**src/rtl/sys_bus_pkg.sv**
```systemverilog
// Shared definitions for the system-bus arbiter: FSM encoding and default bus geometry.
package sys_bus_pkg;

   localparam int DEF_ADDR_W  = 8;
   localparam int DEF_DATA_W  = 8;
   localparam int DEF_TIMEOUT = 15;
   localparam int TMO_W       = 8;

   // One-hot so each state decodes from a single flop.
   typedef enum logic [4:0] {
      ST_IDLE = 5'b00001,
      ST_ALE  = 5'b00010,
      ST_CMD  = 5'b00100,
      ST_XFER = 5'b01000,
      ST_CAPT = 5'b10000
   } state_t;

endpackage

```
**src/rtl/sys_bus_arbiter_rr_picker.sv**
```systemverilog
// Round-robin pick: the first valid requester at or after ptr, wrapping modulo N_REQ.
module rr_picker #(
   parameter int N_REQ = 4,
   parameter int IDX_W = $clog2(N_REQ)
) (
   input  logic [N_REQ-1:0] valid,
   input  logic [IDX_W-1:0] ptr,
   output logic [N_REQ-1:0] pick,
   output logic [IDX_W-1:0] idx,
   output logic             any
);
   logic [IDX_W-1:0] cand [N_REQ];

   // cand[gi] is the requester index gi positions after ptr.
   generate
      for (genvar gi = 0; gi < N_REQ; gi++) begin : g_cand
         logic [IDX_W:0] sum;
         assign sum = {1'b0, ptr} + (IDX_W+1)'(gi);
         assign cand[gi] = (sum >= (IDX_W+1)'(N_REQ)) ? IDX_W'(sum - (IDX_W+1)'(N_REQ))
                                                      : sum[IDX_W-1:0];
      end
   endgenerate

   always_comb begin
      idx  = '0;
      pick = '0;
      any  = |valid;
      for (int k = N_REQ - 1; k >= 0; k--) begin
         if (valid[cand[k]]) idx = cand[k];
      end
      if (any) pick[idx] = 1'b1;
   end

endmodule

```
**src/rtl/sys_bus_arbiter.sv**
```systemverilog
// Round-robin arbiter sequencing single-byte transfers over the ALE/CMD/XFER/CAPT bus handshake.
module sys_bus_arbiter
   import sys_bus_pkg::*;
#(
   parameter int N_REQ   = 4,
   parameter int ADDR_W  = DEF_ADDR_W,
   parameter int DATA_W  = DEF_DATA_W,
   parameter int TIMEOUT = DEF_TIMEOUT
) (
   input  logic                    clk,
   input  logic                    rst,
   input  logic [N_REQ-1:0]        req_valid,
   input  logic [N_REQ-1:0]        req_write,
   input  logic [N_REQ*ADDR_W-1:0] req_addr,
   input  logic [N_REQ*DATA_W-1:0] req_wdata,
   output logic [N_REQ-1:0]        req_grant,
   output logic [N_REQ-1:0]        req_done,
   output logic [N_REQ-1:0]        req_err,
   output logic [DATA_W-1:0]       rdata,
   input  logic                    bus_ready,
   output logic                    ale_en,
   output logic                    bus_read_en,
   output logic                    bus_write_en,
   output logic [ADDR_W-1:0]       addr_input,
   output logic [DATA_W-1:0]       data_write,
   input  logic [DATA_W-1:0]       data_read
);
   localparam int IDX_W = $clog2(N_REQ);

   state_t             state, state_next;
   logic [IDX_W-1:0]   rr_ptr, rr_ptr_next, owner, owner_next, pick_idx, rr_wrap;
   logic [N_REQ-1:0]   pick, grant_next, done_next, err_next;
   logic               pick_any, slot_write, slot_write_next, ale_next, rd_next, wr_next, tmo_hit;
   logic [DATA_W-1:0]  slot_wdata, slot_wdata_next, rdata_next, wdata_next;
   logic [ADDR_W-1:0]  addr_next;
   logic [TMO_W-1:0]   tmo_cnt, tmo_cnt_next;
   logic [ADDR_W-1:0]  addr_arr  [N_REQ];
   logic [DATA_W-1:0]  wdata_arr [N_REQ];

   generate
      for (genvar gi = 0; gi < N_REQ; gi++) begin : g_unpack
         assign addr_arr[gi]  = req_addr[gi*ADDR_W +: ADDR_W];
         assign wdata_arr[gi] = req_wdata[gi*DATA_W +: DATA_W];
      end
   endgenerate

   rr_picker #(.N_REQ(N_REQ), .IDX_W(IDX_W)) u_picker (
      .valid (req_valid),
      .ptr   (rr_ptr),
      .pick  (pick),
      .idx   (pick_idx),
      .any   (pick_any)
   );

   assign tmo_hit = (tmo_cnt == TMO_W'(TIMEOUT));
   assign rr_wrap = (owner == IDX_W'(N_REQ - 1)) ? '0 : owner + 1'b1;

   always_ff @(posedge clk or posedge rst) begin
      if (rst) begin
         state        <= ST_IDLE;
         rr_ptr       <= '0;
         owner        <= '0;
         slot_write   <= 1'b0;
         slot_wdata   <= '0;
         tmo_cnt      <= '0;
         req_grant    <= '0;
         req_done     <= '0;
         req_err      <= '0;
         rdata        <= '0;
         ale_en       <= 1'b0;
         bus_read_en  <= 1'b0;
         bus_write_en <= 1'b0;
         addr_input   <= '0;
         data_write   <= '0;
      end else begin
         state        <= state_next;
         rr_ptr       <= rr_ptr_next;
         owner        <= owner_next;
         slot_write   <= slot_write_next;
         slot_wdata   <= slot_wdata_next;
         tmo_cnt      <= tmo_cnt_next;
         req_grant    <= grant_next;
         req_done     <= done_next;
         req_err      <= err_next;
         rdata        <= rdata_next;
         ale_en       <= ale_next;
         bus_read_en  <= rd_next;
         bus_write_en <= wr_next;
         addr_input   <= addr_next;
         data_write   <= wdata_next;
      end
   end

   always_comb begin
      state_next = state;
      unique case (state)
         ST_IDLE: if (bus_ready && pick_any) state_next = ST_ALE;
         ST_ALE:  state_next = ST_CMD;
         ST_CMD:  state_next = ST_XFER;
         ST_XFER: if (tmo_hit) state_next = ST_IDLE;
                  else if (!bus_ready) state_next = ST_CAPT;
         ST_CAPT: if (tmo_hit || bus_ready) state_next = ST_IDLE;
         default: state_next = ST_IDLE;
      endcase
   end

   always_comb begin
      rr_ptr_next     = rr_ptr;
      owner_next      = owner;
      slot_write_next = slot_write;
      slot_wdata_next = slot_wdata;
      tmo_cnt_next    = tmo_cnt;
      grant_next      = req_grant;
      done_next       = '0;
      err_next        = '0;
      rdata_next      = rdata;
      ale_next        = 1'b0;
      rd_next         = 1'b0;
      wr_next         = 1'b0;
      addr_next       = addr_input;
      wdata_next      = data_write;
      unique case (state)
         ST_IDLE: begin
            // addr_input doubles as the latched address slot for the whole transfer.
            if (bus_ready && pick_any) begin
               owner_next      = pick_idx;
               slot_write_next = req_write[pick_idx];
               slot_wdata_next = wdata_arr[pick_idx];
               addr_next       = addr_arr[pick_idx];
               grant_next      = pick;
               ale_next        = 1'b1;
            end
         end
         ST_ALE: begin
            rd_next    = ~slot_write;
            wr_next    = slot_write;
            wdata_next = slot_wdata;
         end
         ST_CMD: tmo_cnt_next = '0;
         ST_XFER, ST_CAPT: begin
            tmo_cnt_next = tmo_cnt + 1'b1;
            if (tmo_hit) begin
               err_next    = req_grant;
               grant_next  = '0;
               rr_ptr_next = rr_wrap;
            end else if (state == ST_CAPT && bus_ready) begin
               done_next   = req_grant;
               grant_next  = '0;
               rr_ptr_next = rr_wrap;
               if (!slot_write) rdata_next = data_read;
            end
         end
         default: grant_next = '0;
      endcase
   end

endmodule

```
**config.mk**
```make
export PLATFORM = sky130hd
export DESIGN_NAME = sys_bus_arbiter
export DESIGN_NICKNAME = d
export VERILOG_FILES = /design/src/rtl/sys_bus_pkg.sv /design/src/rtl/sys_bus_arbiter_rr_picker.sv /design/src/rtl/sys_bus_arbiter.sv
export SDC_FILE = /design/constraint.sdc
export NUM_CORES = 1
export LEC_CHECK = 0
export BUFFER_PORTS_ARGS = -buffer_cell sky130_fd_sc_hd__buf_2
export CORE_AREA = 5 5 86 88
export DETAILED_ROUTE_END_ITERATION = 12
export DIE_AREA = 0 0 91 93
export GPL_TIMING_DRIVEN = 1
export PLACE_DENSITY = 0.81
export SKIP_LAST_GASP = 1
export SLEW_MARGIN = 20
export SYNTH_ARGS = -nofsm -noshare
export SYNTH_HDL_FRONTEND = slang
export SYNTH_SLANG_ARGS = --single-unit
```
**constraint.sdc**
```tcl
create_clock -name clk -period 3.3 [get_ports clk]
set_clock_uncertainty 0.05 [all_clocks]
set_input_delay 0.66 -clock clk [delete_from_list [all_inputs] [get_ports clk]]
set_output_delay 0.66 -clock clk [all_outputs]
set_load 0.01 [all_outputs]
```
### Word level (Yosys, flattened, before mapping)

Index checks and enable logic that the tools add are counted.

* input port bits: 83
* output and inout bits: 39
* register bits after elaboration: 65
* logic and storage cells: 113

* muxes and demuxes: 49
* reduce and logical (&&, ||, !) cells: 14
* $add $sub $neg: 9
* order comparisons: 11
* equal/unequal tests: 11
* bitwise operators: 4

Operators by type and width (number)
* 4-bit 2-to-1 mux: 9
* 8-bit binary-select mux with 2-bit select: 2
* 8-bit 2-to-1 mux: 4
* 5-bit one-hot mux with 5 select lines: 1
* 2-bit 2-to-1 mux: 11
* 5-bit 2-to-1 mux: 4
* 8-bit one-hot mux with 2 select lines: 1
* 2-bit by 3-bit less-than comparator with 1-bit output, second input constant: 5
* 3-bit >= comparator, second input constant: 4
* 4-bit one-hot mux with 3 select lines: 1
* 1-bit binary-select mux with 2-bit select: 5
* 1-bit 2-to-1 mux: 10
* 8-bit by 1-bit adder with 8-bit output, second input constant: 1
* 8-bit by 4-bit equality test with 1-bit output, second input constant: 1
* 2-bit by 1-bit subtractor with 2-bit output, second input constant: 4
* 2-bit by 2-bit adder with 3-bit output, second input constant: 2
* 3-bit != test, second input constant: 2
* 3-bit AND reduction: 2
* 5-bit by 1-bit equality test with 1-bit output, second input constant: 1
* 5-bit by 2-bit equality test with 1-bit output, second input constant: 1
* 5-bit by 3-bit equality test with 1-bit output, second input constant: 1
* 5-bit by 4-bit equality test with 1-bit output, second input constant: 1
* 5-bit equality test, second input constant: 1
* 2-bit != test, second input constant: 2
* other kinds (15): 22

### Depth between registers and ports, before layout

Gate-level depths: netlist of run 1.

* depth after elaboration: 16
* mapped depth: 9
* gate-level depth less buffers: 6

### Hierarchy

From an unflattened synthesis of run 1, not the netlist that was laid out.

* cells, all modules: 240
* area, all modules: 3213.1 sq um

Modules (own cells, without submodules)
* sys_bus_arbiter: cells each 207, seq. area each 1627.8 sq um, instances 1, area an instance 3001.6 sq um
* rr_picker: cells each 33, seq. area each 0.0 sq um, instances 1, area an instance 211.5 sq um

### Worst setup path after synthesis of run 1

OpenSTA, ideal clock, no wires.

* kind: input-to-reg
* from: input port bus_ready
* to: register rdata[0]
* stages: 6
* buffers on the path: 1
* slack: 1.359 ns
* data required time: 3.125 ns
* arrival: 1.766 ns
* setup time: 0.125 ns
* cell sequence: nor2b_1 nand4b_2 nor2b_4 nor2b_4 buf_6 mux2_4

* word-level cells in the longest chain between the ends: 2

RTL lines
* from (decl): line sys_bus_arbiter.sv:20 `input logic bus_ready,`
* 1-bit logical AND: line sys_bus_arbiter.sv:146 `end else if (state == ST_CAPT && bus_ready) begin`
* 4-bit AND reduction (no line)
* to (signal assigned): line sys_bus_arbiter.sv:85 `rdata <= rdata_next;`
* to (decl): line sys_bus_arbiter.sv:19 `output logic [DATA_W-1:0] rdata,`

Every way passes these cells.
A chain may end at the register's enable or synchronous reset.

### Worst setup path after layout of run 1

* from: register tmo_cnt[0]
* to: register rdata[2]

* word-level cells in the longest chain between the ends: 3

RTL lines
* from (decl): line sys_bus_arbiter.sv:36 `logic [TMO_W-1:0] tmo_cnt, tmo_cnt_next;`
* from (signal assigned): line sys_bus_arbiter.sv:81 `tmo_cnt <= tmo_cnt_next;`
* 8-bit by 4-bit equality test with 1-bit output: line sys_bus_arbiter.sv:55 `assign tmo_hit = (tmo_cnt == TMO_W'(TIMEOUT));`
* 1-bit NOT (no line)
* 4-bit AND reduction (no line)

Every way passes these cells.

==> summary.md, run 1 <==
| Metric | Value |
|---|---|
| Status | completed |
| Initial antenna violation count | 0 |
| First-pass GRT wire length | 12.79 mm |
| FFs w/ async S/R, synth | 100.0% |
| Post-synthesis simple-gate area fraction | between 10% and 20% |
| Min cycle time layout | around 2.2 ns |
| Crit Path Class | flip-flop to flip-flop |
| Area grow syn2layout | 26.10% |
| Mean Syn Cell Area | 11.89 um2 |
| Commonest non-fill, non-tap cell in the layout | buf_2 |
| Synthesis Warnings | 0 |
| Final Hold Viols | 0 |
| GRT overflow | 0 |
| CP bufs+invs | 0 |
| Area of the mapped netlist | 3246 um2 |
| Synth Area in Compound Gates | between 10% and 20% |
| Met1 Wirelength | 3.143 mm |
| Worst setup margin | 1.141 ns |
| CP max stage cell | dfrtp_1 |
| # H-tree levels | 3 |
| Max frequency | about 460 MHz |
| DR WL met3 | 594 um |
| Crit path capture type | flip-flop |
| CORE AREA | 6569 um2 |
| Yosys reg bits | 65 |
| Total wire length | 7.561 mm |
| CP max stage delay | 0.42 ns |
| GP Congestion | 0.8053 |
| Metal2 WL | 3.765 mm |
| Flop pwr share | 44.5% |
| Total GRT Usage | 18.50% |
| Clock power share | 25.3% |
| Num CTS Buffers | 9 |
| Residual DRC | 0 |
| Final setup fails | 0 |
| Highest Signal Layer | met4 |
| I/O Pins | 122 |
| Post-route ant nets | 0 |
| Max_cap viols | 0 |
| Post-synth cell types | 50 |
| Worst EP required | between 3 and 4 ns |
| Crit path cell chain | ha_1 -> nand3_1 -> nand2b_2 -> nor2b_4 -> nor2b_4 -> mux2_4 |
| Slew Limit Fails | 0 |
| Num rows | 30 |
| Family with the most delay on the worst path | simple AND/OR/NAND/NOR gates |
| Sw frac | 34.55% |
| Die W | 91 um |
| Adder-cell share of the synthesized area | 0.7710% |
| Via/cell ratio | around 5.4 |
| First DRT Iteration DRCs | 104 |
| Sw Pwr | 0.9155 mW |
| Syn_nets | about 360 |
| Hold crit path type | flip-flop to flip-flop |
| PostCTS Resize Cnt | 0 |
| Clock root buffer | clkbuf_8 |
| Crit path max fanout | 8 |
| Die ar. | 8463 um2 |
| Xor/xnor cell area share of the yosys netlist | around 1.0% |
| Vias in the first global route | 2695 |
| CTS Buffer Depth | 2 |
| Nets@finish | approximately 480 |
| DR pass1 iterations | 4 |
| Combinational share of power | 30.2% |
| Worst slew pin tran | approximately 0.8 ns |
| CP Launch Type | flip-flop |
| Setup TNS | 0 ns |
| WL/cell | 15.85 um |
| Lkg Pwr | between 2 and 2.5 nW |
| Clock slew seen by the registers of the worst setup and hold paths | 0.08 ns |
| Post-synth EDFFs | 0 |
| Diodes inserted | 0 |
| Die H | 93 um |
| Via count | 2565 |
| Mux contribution to synthesized area | 18.23% |
| Synth Instances | 273 |
| Num Clock Sinks | 65 |
| Critical Path Most Common Cell | nor2b_4 |
| Top_reg_cell synth | dfrtp_1 |
| Hold_buf cts | 0 |
| Pre-CTS WS | 0.8432 ns |
| IO buf count | 121 |
| RSZ-0062 raised after global routing | no |
| CP arrival | 2.34 ns |
| Internal power | 1.734 mW |
| Worst rel slew slack | 46.40% |
| Final worst-path cycle share | 65.43% |
| Share of cells above drive strength 1 | 45.34% |
| Maximum VDD drop | 0.0004122 V |
| CTS tree | built |
| Main combinational cell family by area after synthesis | multiplexers |
| Post-DP HPWL | 5.613 mm |
| Sequential share of the synthesized area | 50.15% |
| Number of buffers added for setup after CTS | 0 |
| Initial Util | 49.41% |
| Clock Latency Late Sink | 0.34 ns |
| Commonest cells after routing, fill and taps aside | buf_2 (121), dfrtp_1 (64), mux2i_1 (37), nand2_1 (36), nor2_1 (11) |
| Largest net degree at the start of global routing | 66 |
| Cell Pwr Density | 647.5 nW/um2 |
-- stage by stage --
step                      std cells  hold WS (ns)  util [%]  power [mW]  cell area, um2
final                           477        0.4431     62.30       2.650            4093
after global routing            477        0.4542     62.30       2.829            4093
after CTS                       477        0.4449     62.30       2.675            4093
after detailed placement        461        0.4235     59.35       2.001            3899
after global placement          461        0.4146     59.35       1.960            3899
after floorplan                 273        0.4003         -       1.698            3246
-- area by class of cell --
type	count	area, um2
Multi-Input combinational cell	185	1496
Clock inverter	7	70.07
Inverter	5	18.77
Fill cell	513	2476
Timing Repair Buffer	126	655.6
Clock buffer	9	123.9
Tap cell	80	100.1
Sequential cell	65	1628
-- synth_stat cells, types with 4 or more instances --
master	instances	area, um2
and2_1	9	56.30
buf_2	9	45.04
buf_6	4	45.04
dfrtp_1	64	1602
inv_1	4	15.01
mux2_2	8	90.09
mux2_4	8	120.1
mux2i_1	37	370.4
nand2_1	36	135.1
nand3_1	5	25.02
nor2_1	11	41.29
nor2b_1	4	25.02
o21ai_0	9	45.04
o221ai_1	9	78.83
o221ai_2	8	120.1
o2bb2ai_1	4	35.03
-- power groups by stage --
stage	registers [mW]	logic, mW	clock network (mW)
after global placement	1.18	0.784	0
after CTS	1.18	0.815	0.680
after detailed placement	1.19	0.812	0
final	1.18	0.800	0.669
after global routing	1.21	0.900	0.719
after floorplan	1.18	0.521	0
-- worst reg2reg max path: stages, from the launching register on --
cell and delay, ns:
dfrtp_1 0.42, ha_1 0.24, nand3_1 0.16, nand2b_2 0.25
nor2b_4 0.22, nor2b_4 0.37, mux2_4 0.34
-- final timing paths --
path	from	endpoint	slack, ns	cells past startpoint
setup / recovery	tmo_cnt[0]$_DFFE_PP0P_	rdata[2]$_DFFE_PP0P_	1.14	6
hold / removal	addr_input[1]$_DFFE_PP0P_	addr_input[1]$_DFFE_PP0P_	0.44	2
setup reg to reg	tmo_cnt[0]$_DFFE_PP0P_	rdata[2]$_DFFE_PP0P_	1.14	6
hold reg to reg	addr_input[1]$_DFFE_PP0P_	addr_input[1]$_DFFE_PP0P_	0.44	2
max in group asynchronous	rst	slot_wdata[7]$_DFFE_PP0P_	2.17	3
min in group asynchronous	rst	req_err[1]$_DFF_PP0_	0.49	3
-- state kept, by name, indices dropped and copies added, names as in the netlist, 4 cells and up --
name,count
addr_input,8
data_write,8
rdata,8
slot_wdata,8
tmo_cnt,8
state,5
req_done,4
req_err,4
req_grant,4
-- kinds of logic after synthesis --
| kind of cell | after synthesis |
|---|---|
| flip-flops | 65 |
| AND/OR/NAND/NOR | 84 |
| buffers and inverters | 23 |
| AO/OA/AOI/OAI | 42 |
| multiplexers | 54 |
| adder cells (fa/ha/maj) | 2 |
| XOR/XNOR | 3 |
-- per-layer routing --
metal  GRT usage, %  vias to the layer above
li1               -                     1224
met1          23.68                     1235
met2          30.29                      100
met3          6.356                        6
met4          4.401                        0
met5              0                        -
Note: power is estimated with default switching activity, not from simulation.
==> inputs of run 2 (changes only) <==
- ABC_AREA: not set -> 1
- CORE_AREA: 5 5 86 88 -> 5 5 90 92
- DIE_AREA: 0 0 91 93 -> 0 0 95 97
- PLACE_DENSITY: 0.81 -> 0.8
- clock period: 3.3 -> 2.15 ns (I/O delays scaled with it)
==> run 2 against run 1 <==
  * Wire length up 17%
  * Hold slack worse by 0.42 ns
  * Power up 48%
  * Sequential share of layout area down 3.2 points
  * Worst setup slack worse by 0.97 ns
  * Global-route usage up 1.4 points
  * Sequential power up 48%
  * Area after synthesis up 10%
  * Design area up 8.9%
  * Clock power up 33%
  * Critical path type unchanged
  * Largest power group unchanged
  * Highest routed layer unchanged
==> summary.md, run 2 <==
| Metric | Value |
|---|---|
| GP Congestion | 0.8271 (was 0.8053) |
| Setup TNS | 0 ns (unchanged) |
| Crit path cell chain | inv_1 -> nand2_1 -> nand3_1 -> nand2_1 -> nand3_2 -> nand2_2 -> nand2_4 -> buf_12 -> nand3_1 -> nand2_1 -> nand2_1 -> nand2_1 -> nand2_1 -> nand2_1 (was ha_1 -> nand3_1 -> nand2b_2 -> nor2b_4 -> nor2b_4 -> mux2_4) |
| Total chip power | 3.915 mW (was 2.650 mW) |
| CP max stage delay | 0.51 ns (was 0.42 ns) |
| Num CTS Buffers | 9 (unchanged) |
| Leading area contributor after synthesis | dfrtp_1 (unchanged) |
| Multi-input logic area | 1573 um2 (was 1496 um2) |
| Clock Latency Late Sink | 0.34 ns (about the same) |
| Initial Util | 50.07% (was 49.41%) |
| Sequential share of the synthesized area | 45.55% (was 50.15%) |
| Share of cells above drive strength 1 | 27.29% (was 45.34%) |
| Finished Layout Cells | 711 (was 477) |
| Final worst-path cycle share | 92.13% (was 65.43%) |
| Cell Pwr Density | 878.3 nW/um2 (was 647.5 nW/um2) |
| # H-tree levels | 3 (unchanged) |
| Metal2 WL | 4.102 mm (was 3.765 mm) |
| Worst EP required | 2.32 ns (was 3.48 ns) |
| Synth Instances | 485 (was 273) |
| Vias in the first global route | 3330 (was 2695) |
| DR WL met3 | 731 um (was 594 um) |
| Min cycle time layout | 1.981 ns (was 2.159 ns) |
| List of most frequent post-synthesis cells | nand2_1 (192), inv_1 (69), dfrtp_1 (64), nand3_1 (64), nor2_1 (12) (was dfrtp_1 (64), mux2i_1 (37), nand2_1 (36), nor2_1 (11)) |
| Yosys reg bits | 65 (unchanged) |
| Diodes inserted | 0 (unchanged) |
| Post-route ant nets | 0 (unchanged) |
| Top_reg_cell synth | dfrtp_1 (unchanged) |
| Maximum VDD drop | 0.0004723 V (was 0.0004122 V) |
| Final setup fails | 0 (unchanged) |
| Lkg Pwr | 2.674 nW (was 2.051 nW) |
| Area contributors post-synth | dfrtp_1 (45%), nand2_1 (20%), nand3_1 (9.0%) (was dfrtp_1 (49%), mux2i_1 (11%), nand2_1 (4.2%)) |
| CTS Buffer Depth | 2 (unchanged) |
| Residual DRC | 0 (unchanged) |
| Register area | 1629 um2 (was 1628 um2) |
| Placed cell areas | 4280 um2 (was 3899 um2) |
| CTS tree | built (unchanged) |
| Pre-CTS WS | -0.001799 ns (was 0.8432 ns) |
| Slew Limit Fails | 0 (unchanged) |
| Synth top area share | 44.82% (was 49.34%) |
| IO buf count | 121 (unchanged) |
| Initial antenna violation count | 0 (unchanged) |
| Syn_nets | 570 (was 358) |
| Post-synth cell types | 38 (was 50) |
| First-pass GRT wire length | 14.88 mm (was 12.79 mm) |
| Area grow syn2layout | 24.76% (was 26.10%) |
| Commonest cells after routing, fill and taps aside | nand2_1 (192), buf_2 (121), inv_1 (68), nand3_1 (64), dfrtp_1 (63) (was buf_2 (121), dfrtp_1 (64), mux2i_1 (37), nand2_1 (36), nor2_1 (11)) |
| DR pass1 iterations | 5 (was 4) |
| Filler cells | 667 (was 513) |
| Final Hold Viols | 0 (unchanged) |
| Finished Cell Area | 4458 um2 (was 4093 um2) |
| Worst setup margin | 0.1693 ns (was 1.141 ns) |
| GRT overflow | 0 (unchanged) |
| Crit path max fanout | 34 (was 8) |
| Hold_buf cts | 0 (unchanged) |
| Most frequent cell after synthesis | nand2_1 (was dfrtp_1) |
| Number of buffers added for setup after CTS | 0 (unchanged) |
| Status | completed (unchanged) |
| CP max stage cell | dfrtp_2 (was dfrtp_1) |
| WL/cell | 12.41 um (was 15.85 um) |
| Largest net degree at the start of global routing | 37 (was 66) |
| Post-DP HPWL | 6.796 mm (was 5.613 mm) |
| Die ar. | 9215 um2 (was 8463 um2) |
| Nets@finish | 692 (was 477) |
| Via/cell ratio | 4.875 (was 5.377) |
| Met1 Wirelength | 3.836 mm (was 3.143 mm) |
| Placed cell count | 695 (was 461) |
| CORE AREA | 7137 um2 (was 6569 um2) |
| Crit Path Class | flip-flop to flip-flop (unchanged) |
| Hold crit path type | primary input to async pin (was flip-flop to flip-flop) |
| Clock root buffer | clkbuf_8 (unchanged) |
| Via count | 3466 (was 2565) |
| Commonest non-fill, non-tap cell in the layout | nand2_1 (was buf_2) |
| CP arrival | 2.16 ns (was 2.34 ns) |
| Total GRT Usage | 19.87% (was 18.50%) |
| Num rows | 31 (was 30) |
| Num Clock Sinks | 65 (unchanged) |
| I/O Pins | 122 (unchanged) |
| Worst slew pin tran | 0.5668 ns (was 0.8039 ns) |
| Mean Syn Cell Area | 7.368 um2 (was 11.89 um2) |
| Area of the mapped netlist | 3573 um2 (was 3246 um2) |
| Synthesis Warnings | 0 (unchanged) |
| Die H | 97 um (was 93 um) |
| FFs w/ async S/R, synth | 100.0% (unchanged) |
| Max_cap viols | 0 (unchanged) |
| Total wire length | 8.825 mm (was 7.561 mm) |
| Die W | 95 um (was 91 um) |
| Post-synth EDFFs | 0 (unchanged) |
| FF-to-FF path depth | 14 (was 6) |
| Clock slew seen by the registers of the worst setup and hold paths | 0.07 ns (was 0.08 ns) |
| Critical Path Most Common Cell | nand2_1 (was nor2b_4) |
| Worst rel slew slack | 62.17% (was 46.40%) |
| Crit path capture type | flip-flop (unchanged) |
| Highest Signal Layer | met4 (unchanged) |
| Max frequency | 504.9 MHz (was 463.1 MHz) |
| CP Launch Type | flip-flop (unchanged) |
| First DRT Iteration DRCs | 161 (was 104) |
==> run 2: cell count changes after synthesis, moves of 3 or more <==
cell	before	now
inv_1	4	69
and2_1	9	0
nor3_1	1	10
nand2_1	36	192
o22ai_1	0	5
o221ai_2	8	0
mux2_4	8	0
o2bb2ai_1	4	0
o221ai_1	9	0
mux2i_1	37	1
nor2b_1	4	0
nand3_1	5	64
o21ai_0	9	6
==> run 2: power by group <==
group	leakage [nW]	internal (mW)	total [mW]	switching, mW
logic	1.74	0.488	1.27	0.781
registers	0.858	1.56	1.75	0.192
clock network	0.0769	0.452	0.892	0.440
==> run 2: layout make-up <==
cell class / instances / share of cell area, %
Timing Repair Buffer: 129 / 15.49
Tap cell: 99 / 2.779
Clock inverter: 2 / 0.3368
Sequential cell: 65 / 36.54
Inverter: 73 / 6.147
Clock buffer: 14 / 3.424
Multi-Input combinational cell: 329 / 35.28
==> run 2: routing by layer <==
layer  vias up  track usage [%]
met4         0            7.547
met3        15            3.801
met1      1534            27.21
li1       1761                -
met2       156            30.91
met5         -                0
==> run 2: through the flow <==
| stage | hold WS, ns | util [%] |
|---|---|---|
| after detailed placement | 0.3815 | 59.98 |
| after global placement | 0.3756 | 59.98 |
| final | 0.01902 | 62.46 |
| after CTS | 0.02488 | 62.34 |
| after global routing | 0.04373 | 62.46 |
| after floorplan | 0.3759 | - |
==> run 2: worst max-delay path, delay by kind of cell, from the launching register on <==
| kind | cells | cell delay, ns |
|---|---|---|
| simple gates | 12 | 0.99 |
| buf+inv | 2 | 0.30 |
| flops | 1 | 0.51 |
==> run 2: path summary, 6_finish.rpt <==
check                                          start                        end  slack [ns]
max                            rr_ptr[0]$_DFFE_PP0P_     slot_write$_DFFE_PP0P_        0.17
min                                              rst       rdata[1]$_DFFE_PP0P_        0.02
max reg2reg                    rr_ptr[0]$_DFFE_PP0P_     slot_write$_DFFE_PP0P_        0.17
min reg2reg                data_write[2]$_DFFE_PP0P_  data_write[2]$_DFFE_PP0P_        0.42
max in group asynchronous                        rst       rdata[3]$_DFFE_PP0P_        1.34
min in group clk                        data_read[1]       rdata[1]$_DFFE_PP0P_        0.28
==> run 2: cells by family after synthesis <==
kind of cell | share of synthesized area (%)
and+or+nand+nor | 35.40
muxes | 2.801
xor gates and xnor gates | 0.7354
buffers and inverters | 10.85
DFF | 45.55
AOI/OAI and AO/OA | 3.957
adders and majority gates | 0.7002
==> run 2: what timing repair did <==
action	4_1_cts	5_1_grt
setup endpoints to repair	6	18
pin swaps	0	0
resized for setup	1	1
endpoints found under the hold margin	0	0
